--- src/rtl/cordic_pkg.sv ---
// cordic_pkg: mode encoding and Q3.(dw-3) CORDIC constants derived from a 2^30-scaled master table
package cordic_pkg;
  typedef enum logic {MODE_ROT = 1'b0, MODE_VEC = 1'b1} mode_e;
  localparam logic [63:0] PI30 = 64'd3373259426;
  localparam logic [63:0] HALF_PI30 = 64'd1686629713;
  localparam logic [63:0] K30 = 64'd652032874;
  localparam logic [0:31][31:0] ATAN30 = {
    32'h3243F6A8, 32'h1DAC6705, 32'h0FADBAFC, 32'h07F56EA6, 32'h03FEAB76, 32'h01FFD55B,
    32'h00FFFAAA, 32'h007FFF55, 32'h003FFFEA, 32'h001FFFFD, 32'h000FFFFF, 32'h0007FFFF,
    32'h0003FFFF, 32'h0001FFFF, 32'h0000FFFF, 32'h00007FFF, 32'h00003FFF, 32'h00001FFF,
    32'h00000FFF, 32'h000007FF, 32'h000003FF, 32'h000001FF, 32'h000000FF, 32'h0000007F,
    32'h0000003F, 32'h0000001F, 32'h0000000F, 32'h00000008, 32'h00000004, 32'h00000002,
    32'h00000001, 32'h00000000};
  // Round a 2^30-scaled constant to dw-3 fractional bits (dw <= 32)
  function automatic logic [31:0] q3(int dw, logic [63:0] v);
    return 32'((v + (64'd1 << (32 - dw))) >> (33 - dw));
  endfunction
  function automatic logic [31:0] pi_q(int dw);
    return q3(dw, PI30);
  endfunction
  function automatic logic [31:0] half_pi_q(int dw);
    return q3(dw, HALF_PI30);
  endfunction
  function automatic logic [31:0] k_q(int dw);
    return q3(dw, K30);
  endfunction
  function automatic logic [31:0] atan_q(int dw, int i);
    return q3(dw, 64'(ATAN30[i]));
  endfunction
endpackage

--- src/rtl/cordic_fifo.sv ---
// cordic_fifo: show-ahead synchronous FIFO with registered full/empty
module cordic_fifo #(
  parameter int WIDTH = 8,
  parameter int DEPTH = 16
) (
  input  logic             clk,
  input  logic             reset,
  input  logic             wr_en,
  input  logic [WIDTH-1:0] wr_data,
  output logic             full,
  input  logic             rd_en,
  output logic [WIDTH-1:0] rd_data,
  output logic             empty
);
  localparam int AW = $clog2(DEPTH);
  logic [WIDTH-1:0] mem [DEPTH];
  logic [AW-1:0] wp, rp;
  logic [AW:0] cnt, cnt_n;
  logic wr, rd;
  assign wr = wr_en & ~full;
  assign rd = rd_en & ~empty;
  assign cnt_n = cnt + (AW+1)'(wr) - (AW+1)'(rd);
  // Head is forced to zero while empty so stale storage never shows
  assign rd_data = empty ? '0 : mem[rp];
  always_ff @(posedge clk or posedge reset)
    if (reset) begin
      wp <= '0;
      rp <= '0;
      cnt <= '0;
      full <= 1'b0;
      empty <= 1'b1;
    end else begin
      wp <= wp + AW'(wr);
      rp <= rp + AW'(rd);
      cnt <= cnt_n;
      full <= cnt_n == (AW+1)'(DEPTH);
      empty <= cnt_n == '0;
    end
  always_ff @(posedge clk)
    if (wr) mem[wp] <= wr_data;
endmodule

--- src/rtl/cordic_engine.sv ---
// cordic_engine: FIFO-wrapped, credit-controlled, fully pipelined CORDIC (rotation or vectoring per sample)
module cordic_engine
  import cordic_pkg::*;
#(
  parameter int DATA_W = 16,
  parameter int STAGES = 16,
  parameter int IN_DEPTH = 16,
  parameter int OUT_DEPTH = 16
) (
  input  logic              clk,
  input  logic              reset,
  input  logic              in_wr_en,
  input  logic              in_mode,
  input  logic [DATA_W-1:0] in_x,
  input  logic [DATA_W-1:0] in_y,
  input  logic [DATA_W-1:0] in_z,
  output logic              in_full,
  input  logic              out_rd_en,
  output logic              out_empty,
  output logic              out_mode,
  output logic [DATA_W-1:0] out_x,
  output logic [DATA_W-1:0] out_y,
  output logic [DATA_W-1:0] out_z
);
  localparam int PW = 3*DATA_W + 1;
  localparam int CW = $clog2(OUT_DEPTH) + 1;
  localparam logic signed [DATA_W-1:0] PI = DATA_W'(pi_q(DATA_W));
  localparam logic signed [DATA_W-1:0] HALF_PI = DATA_W'(half_pi_q(DATA_W));
  logic [PW-1:0] in_data, out_data;
  logic in_empty, out_full, pop, drain, flip, sub;
  logic [CW-1:0] credit;
  logic pv;
  mode_e pm;
  logic signed [DATA_W-1:0] px, py, pz, zadj;
  logic sv [STAGES+1];
  mode_e sm [STAGES+1];
  logic signed [DATA_W-1:0] sx [STAGES+1];
  logic signed [DATA_W-1:0] sy [STAGES+1];
  logic signed [DATA_W-1:0] sz [STAGES+1];
  cordic_fifo #(.WIDTH(PW), .DEPTH(IN_DEPTH)) u_in (
    .clk, .reset, .wr_en(in_wr_en), .wr_data({in_mode, in_x, in_y, in_z}), .full(in_full),
    .rd_en(pop), .rd_data(in_data), .empty(in_empty));
  // Credit covers every slot the output FIFO may eventually need, so the pipeline never stalls
  assign pop = ~in_empty && credit < CW'(OUT_DEPTH);
  assign drain = out_rd_en & ~out_empty;
  assign flip = (pm == MODE_ROT) ? (pz > HALF_PI || pz < -HALF_PI) : px[DATA_W-1];
  assign sub = (pm == MODE_ROT) ? pz > HALF_PI : py[DATA_W-1];
  assign zadj = sub ? pz - PI : pz + PI;
  always_ff @(posedge clk or posedge reset)
    if (reset) begin
      credit <= '0;
      pv <= 1'b0;
      pm <= MODE_ROT;
      px <= '0;
      py <= '0;
      pz <= '0;
      sv[0] <= 1'b0;
      sm[0] <= MODE_ROT;
      sx[0] <= '0;
      sy[0] <= '0;
      sz[0] <= '0;
    end else begin
      credit <= credit + CW'(pop) - CW'(drain);
      pv <= pop;
      pm <= mode_e'(in_data[PW-1]);
      px <= in_data[3*DATA_W-1 -: DATA_W];
      py <= in_data[2*DATA_W-1 -: DATA_W];
      pz <= in_data[DATA_W-1:0];
      sv[0] <= pv;
      sm[0] <= pm;
      sx[0] <= flip ? -px : px;
      sy[0] <= flip ? -py : py;
      sz[0] <= flip ? zadj : pz;
    end
  for (genvar i = 0; i < STAGES; i++) begin : g_stage
    localparam logic signed [DATA_W-1:0] AT = DATA_W'(atan_q(DATA_W, i));
    logic pos;
    assign pos = (sm[i] == MODE_ROT) ? ~sz[i][DATA_W-1] : sy[i][DATA_W-1];
    always_ff @(posedge clk or posedge reset)
      if (reset) begin
        sv[i+1] <= 1'b0;
        sm[i+1] <= MODE_ROT;
        sx[i+1] <= '0;
        sy[i+1] <= '0;
        sz[i+1] <= '0;
      end else begin
        sv[i+1] <= sv[i];
        sm[i+1] <= sm[i];
        sx[i+1] <= pos ? sx[i] - (sy[i] >>> i) : sx[i] + (sy[i] >>> i);
        sy[i+1] <= pos ? sy[i] + (sx[i] >>> i) : sy[i] - (sx[i] >>> i);
        sz[i+1] <= pos ? sz[i] - AT : sz[i] + AT;
      end
  end
  cordic_fifo #(.WIDTH(PW), .DEPTH(OUT_DEPTH)) u_out (
    .clk, .reset, .wr_en(sv[STAGES] & ~out_full),
    .wr_data({sm[STAGES], sx[STAGES], sy[STAGES], sz[STAGES]}), .full(out_full),
    .rd_en(out_rd_en), .rd_data(out_data), .empty(out_empty));
  assign out_mode = out_data[PW-1];
  assign out_x = out_data[3*DATA_W-1 -: DATA_W];
  assign out_y = out_data[2*DATA_W-1 -: DATA_W];
  assign out_z = out_data[DATA_W-1:0];
endmodule

--- config.mk ---
export PLATFORM = sky130hd
export DESIGN_NAME = cordic_engine
export DESIGN_NICKNAME = d
export VERILOG_FILES = /design/src/rtl/cordic_pkg.sv /design/src/rtl/cordic_fifo.sv /design/src/rtl/cordic_engine.sv
export SDC_FILE = /design/constraint.sdc
export NUM_CORES = 2
export LEC_CHECK = 0
export BUFFER_PORTS_ARGS = -buffer_cell sky130_fd_sc_hd__buf_2
export CORE_MARGIN = 2
export CORE_UTILIZATION = 60
export CTS_CLUSTER_DIAMETER = 200
export DETAILED_ROUTE_END_ITERATION = 8
export GPL_TIMING_DRIVEN = 0
export PLACE_DENSITY = 0.76
export REMOVE_ABC_BUFFERS = 1
export SYNTH_ARGS = -nofsm -noshare
export SYNTH_HDL_FRONTEND = slang
export SYNTH_SLANG_ARGS = --single-unit
--- constraint.sdc ---
create_clock -name clk -period 61.4 [get_ports clk]
set_clock_uncertainty 0.15 [all_clocks]
set_input_delay 12.28 -clock clk [delete_from_list [all_inputs] [get_ports clk]]
set_output_delay 12.28 -clock clk [all_outputs]
set_load 0.01 [all_outputs]
After elaboration in Yosys (flattened, before gate mapping)
Memory sizes are Yosys's and may differ from the RTL's.
Index checks and enable logic that the tools add are counted.
Word-level totals
  logic and storage cells: 316
  memories: 2
  RAM bits: 1568
  output and inout port bits: 51
  flip-flop bits (word level): 935
Cells by class
  $lt $le $gt $ge: 3
  mux-type cells: 74
  bitwise gates (word level): 25
  $add $sub $neg: 105
  equal/unequal tests: 2
  reductions and logical operators: 4
Memories
  u_in.mem: words 16, width 49, read ports 1, clocked after memory_dff 0, wr ports 1, line cordic_fifo.sv:16  | logic [WIDTH-1:0] mem [DEPTH];
  u_out.mem: words 16, width 49, read ports 1, clocked after memory_dff 0, wr ports 1, line cordic_fifo.sv:16
Operators with widths (number)
  $mux W16: 50
  $mux W49: 2
  $add A16 B1 Y16: 2
  $add A16 B10 Y16: 2
  $add A16 B10 Y16 const B: 2
  $add A16 B11 Y16: 2
  $add A16 B12 Y16: 2
  $add A16 B13 Y16: 2
  $add A16 B14 Y16: 2
  $add A16 B15 Y16: 2
  $add A16 B2 Y16: 2
  $add A16 B3 Y16: 2
  $add A16 B4 Y16: 2
  $add A16 B5 Y16: 2
  $add A16 B6 Y16: 2
  $add A16 B7 Y16: 2
  $add A16 B8 Y16: 2
  $add A16 B9 Y16: 2
  $neg A16 Y16: 2
  $sub A16 B1 Y16: 2
  $sub A16 B10 Y16: 2
  $sub A16 B10 Y16 const B: 2
  $sub A16 B11 Y16: 2
  $sub A16 B12 Y16: 2
  other kinds (52): 117

Depth between registers and ports, before layout
  depth in word-level cells: 6
  gate-level depth with buffers: 17
  depth with buffers taken out: 16

Hierarchy
From an unflattened synthesis, not the netlist that was laid out.
Second synthesis, totals
  cells, all modules: 9537
  area total of the unflattened synthesis: 121789.3 um2
Modules (own cells, without submodules)
  cordic_engine: area each 59620.9 um2, times used 1, cells an instance 6178
  cordic_fifo (u_out): area each 31174.9 um2, times used 1, cells an instance 1697
  cordic_fifo (u_in): area each 30993.5 um2, times used 1, cells an instance 1662

Worst setup path before layout
No wires, ideal clock.
  path kind: input -> register
  start: in in_wr_en
  end: mem u_in.mem[0][0] in the netlist's numbering (enable)
  buffers on the path: 0
  stages on the path: 3
  arrival time: 16.427 ns
  required time: 60.734 ns
  setup slack: 44.307 ns
  setup time: 0.516 ns
  cells stage by stage: nor2b_1 > or3b_2 > nor3_1
Between the ends
  longest elaborated chain between the ends: 3
Ends and longest elaborated chain
  start, declared: line cordic_engine.sv:12  | input logic in_wr_en,
  $and A1 B1 Y1: line cordic_fifo.sv:20  | assign wr = wr_en & ~full;
  $mux W1: line cordic_fifo.sv:40  | if (wr) mem[wp] <= wr_data;
  $mux W1 (not written as such): line cordic_fifo.sv:40
  end, declared: line cordic_fifo.sv:16
No other way between the ends.

Final worst setup path
  start: reg u_out.rp[0]
  end: out out_x[14]
Between the ends
  longest elaborated chain between the ends: 2
Ends and longest elaborated chain
  start, declared: line cordic_fifo.sv:17  | logic [AW-1:0] wp, rp;
  start signal, assigned: line cordic_fifo.sv:34  | rp <= rp + AW'(rd);
  $mem_v2 Z16 W49
  $mux W49: line cordic_fifo.sv:24  | assign rd_data = empty ? '0 : mem[rp];
  end, declared: line cordic_engine.sv:21  | output logic [DATA_W-1:0] out_x,
No other way between the ends.

==> results.json <==
{
  "hold_depth": 0,
  "path_class": "flip-flop to primary output",
  "cts_buffers": 275,
  "synthAdderAreaFrac_pct": 8.70,
  "gp_congestion": 0.906,
  "h-tree-depth": 5,
  "status": "complete, no violations",
  "via_per_inst": 6.29,
  "endpoint_kind": "primary output",
  "die_height_um": 450,
  "avgSynthCellArea_um2": 14.2,
  "min_from": "sz[181]",
  "required_ns": 48.97,
  "dp.final_hpwl_um": 180000,
  "ys_types": 87,
  "yosys.area_share.xor_xnor_pct": 5.94,
  "drtPass1Iterations": 7,
  "overflow": 0,
  "synth_area_leader_cell": "edfxtp_1",
  "grt_pass1_wl_um": 449000,
  "period_needed_ns": 17.27,
  "nNetsFinal": 9567,
  "clock_latency_ns": 0.94,
  "synthMuxAreaShare_pct": 9.58,
  "fin_crit_sh_pct": 28.1,
  "timing.fmax_ghz": 0.0579,
  "ys_seq_elements": 2502,
  "path_clk_slew_ns": 0.06,
  "floorplan.initialDensity_pct": 60.4,
  "min_path_type": "flip-flop to flip-flop",
  "io_buffers": 103,
  "reg2reg_slack_ns": 55.66,
  "ys.flop_type": "edfxtp_1",
  "r2r_end": "sz[111]",
  "grt_pass1_vias": 75100,
  "cts_root_buffer": "clkbuf_16",
  "drv_cap": 0,
  "ctsResizeCount": 0,
  "synth_edf_count": 1568,
  "io_pins": 104,
  "final_common_cell": "edfxtp_1",
  "start_kind": "flip-flop",
  "hold_buffers": 0,
  "cp.arrival_ns": 4.84,
  "reg2reg_depth": 12,
  "grt_max_degree": 140,
  "rows": 163,
  "dieArea_um2": 202000,
  "synth_compound_area_share_pct": 8.49,
  "most-common-layout-cells": "1,568 x edfxtp_1, 924 x dfrtp_1, 747 x ha_1",
  "grt.total_usage_pct": 29.0,
  "finalHoldViolCount": 0,
  "drc": 0,
  "async_reset_ff_share_pct": 37.3,
  "worst-slew-pin-transition_ns": 1.30,
  "setup_violations": 0,
  "synthTopCellsByArea": "edfxtp_1 40%, dfrtp_1 20%, mux4_2 9.3%",
  "vias": 72600,
  "timing.rr.start": "sm[7]",
  "synth_cells": 8393,
  "cts_sinks": 2502,
  "synth_top_family_by_area": "multiplexers",
  "wl_per_cell_um": 25.2,
  "synth_seq_area_share_pct": 59.1,
  "core_um2": 197000,
  "syn_area_um2": 119000,
  "clk_path_buf_depth": 4,
  "areaGrowthSynthToFinish_pct": 12.2,
  "yosys.area_share.simple_pct": 6.16,
  "drive_gt1_share_pct": 13.6,
  "drtIter0Drc": 7307,
  "ant_nets": 0,
  "synth_top_area_share_pct": 39.5,
  "cts_tree": "yes",
  "cts_setup_buffers": 0,
  "antenna_found_initial": 20,
  "critPathMaxFanout": 41,
  "hold_end": "sz[165]",
  "slew_headroom_pct": 13.3,
  "synth_warnings": 0,
  "die_w_um": 450,
  "rsz0062_at_grt": "false",
  "tns_ns": 0,
  "slew_violations": 0,
  "drt-total-wl_um": 292000
}
## critical path, cell delays in order, from the launching register on
cell	delay [ns]
dfrtp_4	0.77
buf_16	0.32
buf_16	0.28
buf_16	0.34
buf_16	0.32
buf_16	0.32
mux4_2	0.60
mux4_2	0.52
nor2b_1	0.17
buf_2	0.19
## how the worst max path moves through the flow
stage	from	to	slack, ns
after global placement	reset	sv[15]	13.49
after CTS	u_out.rp[0]	out_x[14]	43.95
final	u_out.rp[0]	out_x[14]	44.13
after floorplan	reset	credit[0]	22.71
after global routing	u_out.rp[0]	out_x[14]	43.81
after detailed placement	u_out.rp[0]	out_y[1]	44.99
## sequential cells by signal (all words and copies together) (netlist names), 5 cells and up
signal     count
py            16
px            16
sv            17
sx           271
u_out.mem    784
u_in.mem     784
sm            17
sz           272
pz            16
u_in.cnt       5
sy           272
credit         5
u_out.cnt      5
## through the flow
stage               worst slack (ns)  area, um^2  hold slack [ns]  std cells  utilization (%)
global route                   43.81      134000            0.180      11600             67.7
detailed placement             44.99      125000            0.185      11100             63.3
CTS                            43.95      134000            0.161      11500             67.7
floorplan                      22.71      118000            0.181       8199                -
finish                         44.13      134000            0.174      11600             67.7
global placement               13.49      122000            0.182      10900             61.9
## routing by layer
layer,part of all wire [%],GRT usage [%],routed length (um)
met4,4.4,11.9,12800
met5,0.047,0,138
met1,37,35.3,107000
met2,52,51.5,152000
met3,6.6,4.70,19300
## synthesized netlist by cell type, types with 208 or more instances
library cell,instances
edfxtp_1,1568
nand2_1,393
nor2_1,410
o21ai_0,322
dfrtp_1,932
xor2_1,255
mux4_2,490
ha_1,747
a21o_1,208
xnor2_1,548
inv_1,415
a21oi_1,591
## layout make-up
type / instances / area [um^2]
Fill cell: 12800 / 63800
Tap cell: 2640 / 3300
Clock buffer: 356 / 7460
Timing Repair Buffer: 240 / 3010
Clock inverter: 111 / 1210
Multi-Input combinational cell: 5276 / 46600
Sequential cell: 2502 / 70500
Inverter: 421 / 1590
Antenna cell: 8 / 20.0
## kinds of logic after synthesis
logic type	after synthesis
flops	2502
compound gates	1628
buf+inv	615
simple gates	1518
mux	527
xor+xnor	805
fa+ha+maj	798
Power is left out: the tool's default activity adds up to more than one toggle a clock period on the data nets, which glitch-free logic cannot reach.
